File: src/rtl/instruction_fetch_unit_pkg.sv
// instruction_fetch_unit_pkg
//   Shared constants and types for the fetch front end of the 5-stage
//   pipeline: reset PC, NOP encoding, PC arithmetic constants, forwarding
//   select codes, fetch FSM state enum and the queue entry layout.
package instruction_fetch_unit_pkg;

   localparam logic [31:0] TEXT_BASE     = 32'h0040_0000;
   localparam logic [31:0] NOP           = 32'h0000_0033;
   localparam logic [31:0] PC_STEP       = 32'd4;
   localparam logic [31:0] PC_ALIGN_MASK = 32'hFFFF_FFFC;

   localparam logic [1:0] FORWARD_NONE = 2'b00;
   localparam logic [1:0] FORWARD_MEM  = 2'b01;
   localparam logic [1:0] FORWARD_EX   = 2'b10;

   localparam int unsigned DEFAULT_DEPTH = 4;

   typedef enum logic [1:0] {
      BOOT,
      RUN,
      DRAIN
   } fetch_state_t;

   typedef struct packed {
      logic [31:0] pc;
      logic [31:0] instr;
   } fetch_entry_t;

endpackage

File: src/rtl/instruction_fetch_unit_fetch_queue.sv
// fetch_queue
//   Synchronous in-order FIFO of {pc, instr} entries.
//   Ports: clock, reset_n (sync, active-low), push/push_data write an entry,
//   pop removes the head, flush empties the queue (wins over push/pop),
//   count is the occupancy 0..DEPTH, head is the oldest entry (undefined
//   contents when count is 0).
module fetch_queue
   import instruction_fetch_unit_pkg::*;
#(
   parameter int unsigned DEPTH = DEFAULT_DEPTH
) (
   input  logic                      clock,
   input  logic                      reset_n,
   input  logic                      push,
   input  fetch_entry_t              push_data,
   input  logic                      pop,
   input  logic                      flush,
   output logic [$clog2(DEPTH):0]    count,
   output fetch_entry_t              head
);

   localparam int unsigned AW = $clog2(DEPTH);
   localparam logic [AW:0] PTR_ONE = (AW + 1)'(1);

   fetch_entry_t mem [DEPTH];
   // Pointers carry one extra MSB so full (count == DEPTH) and empty differ.
   logic [AW:0] wr_ptr;
   logic [AW:0] rd_ptr;

   always_ff @(posedge clock) begin
      if (!reset_n || flush) begin
         wr_ptr <= '0;
         rd_ptr <= '0;
      end else begin
         if (push) wr_ptr <= wr_ptr + PTR_ONE;
         if (pop)  rd_ptr <= rd_ptr + PTR_ONE;
      end
   end

   always_ff @(posedge clock) begin
      if (push && !flush) mem[wr_ptr[AW-1:0]] <= push_data;
   end

   always_comb begin
      count = wr_ptr - rd_ptr;
      head  = mem[rd_ptr[AW-1:0]];
   end

endmodule

File: src/rtl/instruction_fetch_unit.sv
// instruction_fetch_unit
//   Decoupled fetch front end: owns the PC, issues word requests to a
//   variable-latency instruction memory and queues returned instructions
//   for the IF/ID register. Redirects flush the queue and drop responses
//   still in flight from the old path.
//   Ports:
//     clock, reset_n                 clock and sync active-low reset
//     imem_req_valid/ready/addr      request channel (word address)
//     imem_rsp_valid/data            in-order response channel
//     fetch_valid/ready/instr/pc     queue head towards IF/ID (NOP/0 when empty)
//     redirect_valid/pc              taken branch / jump target
module instruction_fetch_unit
   import instruction_fetch_unit_pkg::*;
#(
   parameter logic [31:0] TEXT  = TEXT_BASE,
   parameter int unsigned DEPTH = DEFAULT_DEPTH
) (
   input  logic        clock,
   input  logic        reset_n,
   output logic        imem_req_valid,
   input  logic        imem_req_ready,
   output logic [31:0] imem_req_addr,
   input  logic        imem_rsp_valid,
   input  logic [31:0] imem_rsp_data,
   output logic        fetch_valid,
   input  logic        fetch_ready,
   output logic [31:0] fetch_instr,
   output logic [31:0] fetch_pc,
   input  logic        redirect_valid,
   input  logic [31:0] redirect_pc
);

   localparam int unsigned CW    = $clog2(DEPTH) + 1;
   localparam logic [CW-1:0] ONE = CW'(1);
   localparam logic [CW:0] LIMIT = (CW + 1)'(DEPTH);

   fetch_state_t  state;
   fetch_state_t  state_next;
   logic [31:0]   pc;
   logic [31:0]   pc_next;
   logic [31:0]   rsp_pc;
   logic [31:0]   rsp_pc_next;
   logic [CW-1:0] out_cnt;
   logic [CW-1:0] out_cnt_next;
   logic [CW-1:0] discard_cnt;
   logic [CW-1:0] discard_cnt_next;
   logic [CW-1:0] q_cnt;
   logic [CW:0]   credit_used;
   logic [31:0]   redirect_target;
   logic          req_fire;
   logic          rsp_fire;
   logic          drop;
   logic          push;
   logic          pop;
   fetch_entry_t  push_data;
   fetch_entry_t  head;

   fetch_queue #(
      .DEPTH (DEPTH)
   ) u_queue (
      .clock     (clock),
      .reset_n   (reset_n),
      .push      (push),
      .push_data (push_data),
      .pop       (pop),
      .flush     (redirect_valid),
      .count     (q_cnt),
      .head      (head)
   );

   always_comb begin
      redirect_target = redirect_pc & PC_ALIGN_MASK;
      credit_used     = {1'b0, out_cnt} + {1'b0, q_cnt};
      fetch_valid     = (q_cnt != '0);
      fetch_instr     = fetch_valid ? head.instr : NOP;
      fetch_pc        = fetch_valid ? head.pc : '0;
      imem_req_addr   = pc;

      // Outstanding requests plus queued entries never exceed DEPTH, so
      // every response always has a queue slot.
      imem_req_valid = (state == RUN) && (credit_used < LIMIT) && !redirect_valid;
      req_fire       = imem_req_valid && imem_req_ready;
      // A response with nothing outstanding is a protocol error: ignored.
      rsp_fire       = imem_rsp_valid && (out_cnt != '0);
      drop           = rsp_fire && ((discard_cnt != '0) || redirect_valid);
      push           = rsp_fire && !drop;
      pop            = fetch_valid && fetch_ready && !redirect_valid;
      // Responses return in order, so the PC of the next kept response is a
      // running counter instead of a parallel in-flight PC queue.
      push_data      = {rsp_pc, imem_rsp_data};

      state_next       = state;
      pc_next          = pc;
      rsp_pc_next      = rsp_pc;
      out_cnt_next     = out_cnt + (req_fire ? ONE : '0) - (rsp_fire ? ONE : '0);
      discard_cnt_next = discard_cnt;

      if (rsp_fire && (discard_cnt != '0)) discard_cnt_next = discard_cnt - ONE;
      if (req_fire) pc_next = pc + PC_STEP;
      if (push)     rsp_pc_next = rsp_pc + PC_STEP;

      case (state)
         BOOT:    state_next = RUN;
         RUN:     state_next = RUN;
         DRAIN:   if (discard_cnt_next == '0) state_next = RUN;
         default: state_next = BOOT;
      endcase

      if (redirect_valid) begin
         pc_next     = redirect_target;
         rsp_pc_next = redirect_target;
         if (state != BOOT) begin
            discard_cnt_next = out_cnt - (rsp_fire ? ONE : '0);
            state_next       = (discard_cnt_next == '0) ? RUN : DRAIN;
         end
      end
   end

   always_ff @(posedge clock) begin
      if (!reset_n) begin
         state       <= BOOT;
         pc          <= TEXT;
         rsp_pc      <= TEXT;
         out_cnt     <= '0;
         discard_cnt <= '0;
      end else begin
         state       <= state_next;
         pc          <= pc_next;
         rsp_pc      <= rsp_pc_next;
         out_cnt     <= out_cnt_next;
         discard_cnt <= discard_cnt_next;
      end
   end

endmodule

File: config.mk
export PLATFORM = sky130hd
export DESIGN_NAME = instruction_fetch_unit
export DESIGN_NICKNAME = d
export VERILOG_FILES = /design/src/rtl/instruction_fetch_unit_pkg.sv /design/src/rtl/instruction_fetch_unit_fetch_queue.sv /design/src/rtl/instruction_fetch_unit.sv
export SDC_FILE = /design/constraint.sdc
export NUM_CORES = 1
export LEC_CHECK = 0
export CELL_PAD_IN_SITES_DETAIL_PLACEMENT = 1
export CELL_PAD_IN_SITES_GLOBAL_PLACEMENT = 1
export CORE_MARGIN = 2
export CORE_UTILIZATION = 43
export CTS_BUF_LIST = sky130_fd_sc_hd__clkbuf_8
export CTS_CLUSTER_SIZE = 12
export DETAILED_ROUTE_END_ITERATION = 6
export PLACE_DENSITY_LB_ADDON = 0.15
export SYNTH_ARGS = -nofsm -noshare
export SYNTH_HDL_FRONTEND = slang
export SYNTH_SLANG_ARGS = --single-unit
File: constraint.sdc
create_clock -name clock -period 3.65 [get_ports clock]
set_input_delay 0.9125 -clock clock [delete_from_list [all_inputs] [get_ports clock]]
set_output_delay 0.9125 -clock clock [all_outputs]
set_load 0.05 [all_outputs]
==> flow_results.org, run 1 <==
** Timing
- Final worst setup slack :: 5.33 ps
- Setup violations remaining at the end of the flow were counted as 0.
- Tightest Pin Transition :: 691 ps
- Setup repair after global routing could not meet its margin everywhere.
- Share of the clock period used by the worst path :: 0.999
- Between clock sinks in the finished design, the worst skew comes to 30.9 ps.
- Derived from the worst setup path, the maximum achievable clock frequency is 274 MHz.
- The number of failing hold endpoints at the final stage came to 0.
- Minimum clock period :: between 3000 and 4000 ps
- On the final layout, the worst hold slack is 532 ps.
- Pins over their slew limit :: 0
- Headroom to the max-slew limit :: 0.536

** Routing
- The routed design has 32,900 µm of wire.
- Detailed-route via count :: 8,679
- Wire per inst :: 20.8 µm
- The first detailed-routing pass took 4 iterations.
- Drt via density :: 5.48
- DRT antenna net count :: 0
- For this run, design rule violations remaining after detail routing come to 0.
- Violation count after the first detailed-routing iteration :: 383

** Floorplan
- The die is 183 µm wide.
- Vertical die dimension :: 183 µm
- In this run the count of I/O pins placed on the die edge is around 170.
- The initialized floorplan defines 65 standard-cell rows.
- For this configuration, the core starts out at a cell density of 0.436.
- The die covers about 33,000 µm².
- Area of the core :: 31,600 µm²

** Critical path
- Buf+Inv Stages, Crit Path :: 4
- Data arrives at the worst endpoint at between 2000 and 3000 ps.
- The worst setup path is launched from a register.
- Kind of critical path :: register to primary output
- Of all nets on the critical path, the largest fanout is 2.
- Type of destination of the critical path :: primary output
- Cells along the critical path :: inv_2, ha_4, inv_2, fa_2, xnor3_1, buf_4, ha_4, nor4_4, and3_4, buf_12
- Worst path slowest cell :: sky130_fd_sc_hd__nor4_4
- At the worst endpoint, the required time is between 2000 and 3000 ps.
- Top Family by Delay on Critical Path :: simple AND/OR/NAND/NOR gates
- Worst path max stage delay :: 340 ps

** Global routing
- The initial antenna violation count came to 3.
- GRT overflow :: 0
- For met2 alone, demand over resource in global routing was 0.334.
- GRT Total Usage :: 0.201
- For this run, global-route usage on met1 was measured as 0.275.
- Entering global routing, the biggest net connects 55 pins.
- The first global-routing pass estimated 52,100 µm of wire.
- Fraction of met3 tracks used by global routing :: 0.0391
- met2 is the most crowded layer.
- Via count of the first global-routing pass :: about 9,000

** Synthesis
- Number of different library cells in the post-synthesis netlist :: 71
- Mapped Area :: 13,800 µm²
- Counting flops and latches in the post-synthesis netlist gives 324.
- The most used flip-flop cell after synthesis is sky130_fd_sc_hd__edfxtp_1.
- For this run, the register share of the synthesized area comes to 0.652.
- Yosys printed 0 warnings.
- Dividing the synthesized area by the synthesized cell count gives 14.8 µm².
- Synthesized netlist cell count :: approximately 930
- Async set or reset register ratio after synthesis :: 0
- Yosys mapped a number of flops with a built-in enable equal to ~250.

** Power
- Power dissipated by switching net loads :: about 2600 µW
- Part of the power in the clock network :: 0.344
- VDD IR max :: roughly 220 µV
- The share of total power dissipated in combinational logic is 0.186.
- Total power density per cell area :: 541 nW/µm²
- For this design the static power due to leakage is between 0.005 and 0.006 µW.
- The share of total power dissipated in sequential elements is 0.470.
- The design draws 9290 µW.
- Sw Ratio :: 0.281
- Internal power comes to 6680 µW.

** Clock network
- CTS tree :: built
- After clock tree synthesis, the clock-pin slew on the worst setup and hold paths is roughly 60 ps.
- In this run, post-CTS hold repair placed 0 buffers.
- Clock latency on the worst-skew pair, taken at its later pin, is approximately 590 ps.
- In this run the number of H-tree levels came out at 2.
- The tree built by TritonCTS fans out to 324 sinks.
- TritonCTS buffer count :: 54
- No sink is reached through more buffers than the 3 on the longest clock path.
- The tree is rooted in a sky130_fd_sc_hd__clkbuf_8.

** Finish
- # nets final :: 1,224
- The finished layout holds 1,583 standard cells, fillers aside.
- Fraction of final layout cells sized beyond drive strength 1 :: 0.231
- The area growth from synthesis to layout is 24.8%.

** Placement
- At the end of routability-driven placement, the weighted congestion stood at roughly 0.77.
- The count of buffers added on input and output ports is 161.
- After legalization and detailed placement, the total HPWL measured 21,700 µm.
- Setup Slack @ Placement :: 102 ps
- Cells after DPL :: 1,475

** Min path
- Class of the tightest hold or removal check :: register to register

** Job
- The tool flagged a number of max-cap violations equal to 0.

** Status
- The flow ran to the end, and the final reports show no timing, DRC or antenna violations.
==> worst paths after layout <==
check,start,end,slack (ps),cells past startpoint
max,u_queue.wr_ptr[0]$_SDFFE_PP0P_,imem_req_valid,5,10
min,imem_req_addr[31]$_SDFFE_PN0P_,imem_req_addr[31]$_SDFFE_PN0P_,530,1
max reg2reg,u_queue.wr_ptr[0]$_SDFFE_PP0P_,out_cnt[2]$_SDFF_PN0_,180,18
min reg2reg,imem_req_addr[31]$_SDFFE_PN0P_,imem_req_addr[31]$_SDFFE_PN0P_,530,1
==> per-layer routing <==
metal	routed length, µm	share of wire
met3	1450	0.044
met4	471	0.014
met5	23	0.00070
met2	15800	0.48
met1	15200	0.46
==> final cells by class <==
| type | count | area, µm² |
|---|---|---|
| Sequential cell | 324 | 8980 |
| Clock inverter | 41 | 285 |
| Inverter | 30 | 113 |
| Antenna cell | 1 | 2.50 |
| Multi-Input combinational cell | 528 | 4520 |
| Clock buffer | 59 | 812 |
| Fill cell | 3103 | 14400 |
| Timing Repair Buffer | 198 | 1960 |
| Tap cell | 402 | 503 |
==> synthesized netlist by cell type (6+ instances only) <==
cell | number | area share
sky130_fd_sc_hd__and3_1 | 10 | 0.0045
sky130_fd_sc_hd__edfxtp_1 | 248 | 0.54
sky130_fd_sc_hd__a21oi_1 | 39 | 0.014
sky130_fd_sc_hd__xor2_1 | 10 | 0.0064
sky130_fd_sc_hd__clkbuf_1 | 31 | 0.0085
sky130_fd_sc_hd__nand3_1 | 19 | 0.0069
sky130_fd_sc_hd__xnor2_1 | 25 | 0.016
sky130_fd_sc_hd__nor4_1 | 12 | 0.0055
sky130_fd_sc_hd__nand2_1 | 58 | 0.016
sky130_fd_sc_hd__buf_4 | 6 | 0.0033
sky130_fd_sc_hd__o311a_1 | 10 | 0.0073
sky130_fd_sc_hd__and2_1 | 69 | 0.031
sky130_fd_sc_hd__nand4_1 | 18 | 0.0082
sky130_fd_sc_hd__nor3_1 | 8 | 0.0029
sky130_fd_sc_hd__buf_2 | 9 | 0.0033
sky130_fd_sc_hd__mux4_2 | 62 | 0.10
sky130_fd_sc_hd__dfxtp_1 | 76 | 0.11
sky130_fd_sc_hd__o21ai_0 | 36 | 0.013
sky130_fd_sc_hd__nor2_1 | 24 | 0.0065
sky130_fd_sc_hd__inv_1 | 28 | 0.0076
sky130_fd_sc_hd__and4_1 | 9 | 0.0057
sky130_fd_sc_hd__a31oi_1 | 13 | 0.0059
sky130_fd_sc_hd__ha_1 | 16 | 0.015
==> flip-flops by register name (all words and copies together) (netlist names), named ones only <==
register        flops
u_queue.mem       248
imem_req_addr      30
rsp_pc             30
discard_cnt         3
out_cnt             3
u_queue.rd_ptr      3
u_queue.wr_ptr      3
state               2
==> metrics by stage <==
stage	util	instance area (µm²)	TNS, ps
finish	0.544	17200	0
global route	0.544	17200	-4080
CTS	0.543	17100	-6.93
detailed placement	0.504	15900	0
global placement	0.504	15900	0
floorplan	-	13800	0
==> power by group through the flow <==
stage          sequential (µW)  clock (µW)  combinational, µW
5_1_grt                   4400        3470               1870
3_3_place_gp              4430           0               1640
2_1_floorplan             4460           0               1010
4_1_cts                   4370        3300               1740
3_5_place_dp              4440           0               1660
6_report                  4370        3190               1730
==> cells by family (layout without fill, tap and decap cells) <==
logic type / after synthesis / count (layout) / share of synthesized area
simple gates: 261 / 261 / 0.110
other cells: 1 / 5 / 0.000273
mux: 63 / 63 / 0.102
xor+xnor: 36 / 36 / 0.0239
flops: 324 / 324 / 0.652
buf+inv: 79 / 328 / 0.0245
fa+ha+maj: 18 / 18 / 0.0175
compound gates: 146 / 146 / 0.0698
==> timing repair <==
item                       CTS  global route
setup endpoints to repair   59            60
resized for setup           27             2
gates cloned                 1             0
buffers inserted             4             2
pin swaps                    3             0
==> placed cells by master (no fill, tap or decap), drive strengths merged, types with 9 or more instances in the layout <==
cell and instances:
a21oi 39, xnor2 25, dfxtp 76, ha 16
nor2 24, o21ai 37, xor2 10, o311a 10
a31oi 13, nand2 58, nand4 22, inv 56
and2 69, clkdlybuf4s50 96, nor4 15, buf 102
mux4 62, and4 9, nor3 9, clkbuf 59
nand3 20, and3 10, edfxtp 248, clkinv 11
(Power assumes the default switching activity.)
==> run 2, diff against run 1 <==
CORE_UTILIZATION = 52   (was 43)
clock period = 4.5 ns   (was 3.65 ns; I/O delays follow)
==> flow_results.org, run 2 (synthesis gave the netlist of run 1 again) <==
** Critical path
- Broken down by cell family, the worst path's largest delay share belongs to buffers and inverters.
- Crit-path max FO :: 38 (+36)
- Kind of critical path :: register to primary output
- The highest cell delay on the worst timing path is 400 ps (+60 ps).
- In this design, the critical path's most frequently occurring cell is sky130_fd_sc_hd__inv_1.
- Worst reg2reg path depth :: 16 (-2)
- Walking the worst path, the cells encountered are inv_1, ha_1, inv_1, fa_1, xnor3_1, nor3b_2, inv_1, buf_4, and2_1, buf_4.
- Critical path startpoint :: u_queue.wr_ptr[0]$_SDFFE_PP0P_
- In this run the critical register-to-register path is launched from u_queue.wr_ptr[0]$_SDFFE_PP0P_.
- Buf+Inv Stages, Crit Path :: 5 (+1)
- Critical Path Source Type :: register
- Cell count along the critical path :: 10 (unchanged)
- Capturing element of the worst setup path :: fetch_pc[27]
- The arrival time reported for the critical path endpoint is 3060 ps (+330 ps).
- Required time of the critical path :: 3380 ps (+640 ps)
- Worst path slowest cell :: sky130_fd_sc_hd__nor3b_2
- The worst-case register-to-register setup slack was 710 ps (+530 ps).
- The endpoint identified for the worst register-to-register timing path is out_cnt[2]$_SDFF_PN0_.
- STA classifies the critical path endpoint as a primary output.

** Power
- Static power due to leakage :: 0.00571 µW (-3.6%)
- The combinational share of power was 0.179 (-0.007).
- The fraction of power consumed by sequential logic is 0.487 (+0.017).
- The power after layout came to 7260 µW (-22%).
- The clock share of power is 0.334 (-0.010).
- The peak supply drop came to 211 µV (-2.9%).
- Total internal power :: 5200 µW (-22%)
- The switching share of total power is 0.284 (+0.00285).
- The power per standard cell area is 435 nW/µm² (-20%).
- Power dissipated by switching net loads :: 2060 µW (-21%)

** Global routing
- GRT Total Usage :: 0.242 (+0.0415)
- Pin count of the biggest net entering global routing :: 51 (-7.3%)
- The initial antenna violation count was 0 (-3).
- The global-route wire length before repair was 53,000 µm (+1.7%).
- GRT overflow :: 0 (unchanged)
- The via count of the first global-routing pass was 9,536 (+2.9%).

** Floorplan
- The floorplan row count was 59 (-9.2%).
- The width of the die is 167 µm (-8.9%).
- The full die area was 27,800 µm² (-17%).
- I/O pins :: 168 (unchanged)
- The standard cell core area came to 26,000 µm² (-18%).
- Starting density of the core :: 0.530 (+0.0935)
- The die boundary height came to 167 µm (-8.9%).

** Timing
- Final setup viols :: 0 (unchanged)
- Clock tree skew after final layout :: 16.3 ps (-14.6 ps)
- Pins over their slew limit :: 0 (unchanged)
- Setup repair after global routing left no endpoint under its margin.
- Minimum clock period :: 4190 ps
- The hold slack came to 540 ps (+7.23 ps).
- The total negative slack for setup checks was 0 ps (unchanged).
- Tightest Pin Transition :: 1080 ps (+386 ps)
- The number of failing hold endpoints at the final stage came to 0 (unchanged).
- Timing would allow up to 239 MHz.
- Headroom to the max-slew limit :: 0.277 (-0.259)
- In the finished design, the share of the clock period the worst path needs comes to 0.931.
- The final worst slack was 313 ps (+307 ps).

** Routing
- The remaining design rule violation count was 0 (unchanged).
- The routed via count is 8,692 (+0.15%).
- The per-cell routed wire length came to 22.2 µm (+6.7%).
- DRT antenna net count :: 0 (unchanged)
- The vias per cell came to 5.81 (+6.0%).
- Total Routed Length :: 33,200 µm (+0.76%)
- Detailed-routing iteration count for the pre-antenna-repair pass :: 5 (+1)
- The DRC marker count from the first detailed-route iteration came to 457 (+19%).

** Clock network
- TritonCTS built the clock tree.
- TritonCTS buffer count :: 51 (-5.6%)
- Post-CTS clock slew at the launch and capture registers of the worst setup and hold paths :: 70 ps (about the same)
- The root buffer cell chosen for the clock tree is sky130_fd_sc_hd__clkbuf_8.
- The number of buffers inserted by hold repair at cts came to 0 (unchanged).
- Max clock buf depth :: 3 (unchanged)
- The number of H-tree levels is 2 (unchanged).
- Skew-Pair Late Insertion Delay :: 570 ps (-20 ps)
- Number of instances resized during post-cts repair :: 1 (-96%)
- The buffers inserted during post-CTS setup optimization was 0 (-4).
- CTS Sinks :: 324 (unchanged)

** Min path
- The tightest min-delay check is of the register to register type.

** Placement
- The routability congestion estimate was 0.800 (+3.5%).
- DPL Wire Length :: 22,100 µm (+1.8%)
- # port buffers :: 161 (unchanged)
- The post-placement setup slack is 476 ps (+374 ps).

** Finish
- The antenna cell count is 0 (-1).
- The final net count came to 1,207 (-1.4%).
- Fraction of final layout cells sized beyond drive strength 1 :: 0.209 (-0.0227)
- Max reg flops :: 248 (unchanged)
- Most used cells in the layout excluding fill and tap cells :: 248 x sky130_fd_sc_hd__edfxtp_1, 96 x sky130_fd_sc_hd__clkdlybuf4s50_1, 76 x sky130_fd_sc_hd__buf_4, 74 x sky130_fd_sc_hd__dfxtp_1, 65 x sky130_fd_sc_hd__and2_1
- Area added between synthesis and finish :: 21.2%
- Leading cell type in the layout, fill and taps excluded :: sky130_fd_sc_hd__edfxtp_1

** Status
- The flow ran to the end, and the final reports show no timing, DRC or antenna violations.

** Job
- Max_cap viols :: 0 (unchanged)
## run 2: worst min path at each step
| stage | start | end | slack [ps] | cells past startpoint |
|---|---|---|---|---|
| after detailed placement | imem_req_addr[15]$_SDFFE_PN0P_ | imem_req_addr[15]$_SDFFE_PN0P_ | 520 | 2 |
| after global routing | imem_req_addr[31]$_SDFFE_PN0P_ | imem_req_addr[31]$_SDFFE_PN0P_ | 560 | 1 |
| after global placement | imem_req_addr[31]$_SDFFE_PN0P_ | imem_req_addr[31]$_SDFFE_PN0P_ | 500 | 1 |
| after floorplan | rsp_pc[23]$_SDFFE_PN0P_ | u_queue.mem[0][55]$_DFFE_PP_ | 470 | 0 |
| final | imem_req_addr[15]$_SDFFE_PN0P_ | imem_req_addr[15]$_SDFFE_PN0P_ | 540 | 2 |
| after CTS | imem_req_addr[15]$_SDFFE_PN0P_ | imem_req_addr[15]$_SDFFE_PN0P_ | 540 | 2 |
## run 2: metal layers
layer / part of all wire / wire (µm) / global-route usage / vias to the layer above
met1: 0.43 / 14200 / 0.321 / 4350
met4: 0.024 / 782 / 0.0765 / 0
li1: - / - / - / 3997
met2: 0.49 / 16400 / 0.412 / 293
met3: 0.057 / 1880 / 0.0421 / 52
met5: 0 / 0 / 0 / -
## run 2: layout make-up
type / count / area (µm²)
sequential: 324 / 8970
fill: 2461 / 9300
tap: 335 / 419
inverter: 30 / 113
clock buffer: 51 / 702
timing repair buffer: 184 / 1710
clock inverter: 43 / 293
multi-input combinational: 528 / 4470
## run 2: power groups by stage
stage	registers [µW]	clock network [µW]	logic [µW]
floorplan	3620	0	823
global placement	3580	0	1280
detailed placement	3600	0	1310
CTS	3540	2480	1320
global route	3560	2610	1410
finish	3540	2420	1300
## run 2: tightest hold or removal path, cell delays in order, from the launching register on
cell and delay [ps]:
sky130_fd_sc_hd__dfxtp_1 340, sky130_fd_sc_hd__o21ai_0 80, sky130_fd_sc_hd__a21oi_1 70
## run 2: stage by stage
| stage | instance area [µm²] | instances | utilization |
|---|---|---|---|
| finish | 16700 | 1495 | 0.642 |
| global route | 16700 | 1495 | 0.642 |
| CTS | 16700 | 1495 | 0.642 |
| detailed placement | 15700 | 1401 | 0.604 |
| global placement | 15700 | 1401 | 0.604 |
| floorplan | 13800 | 931 | - |
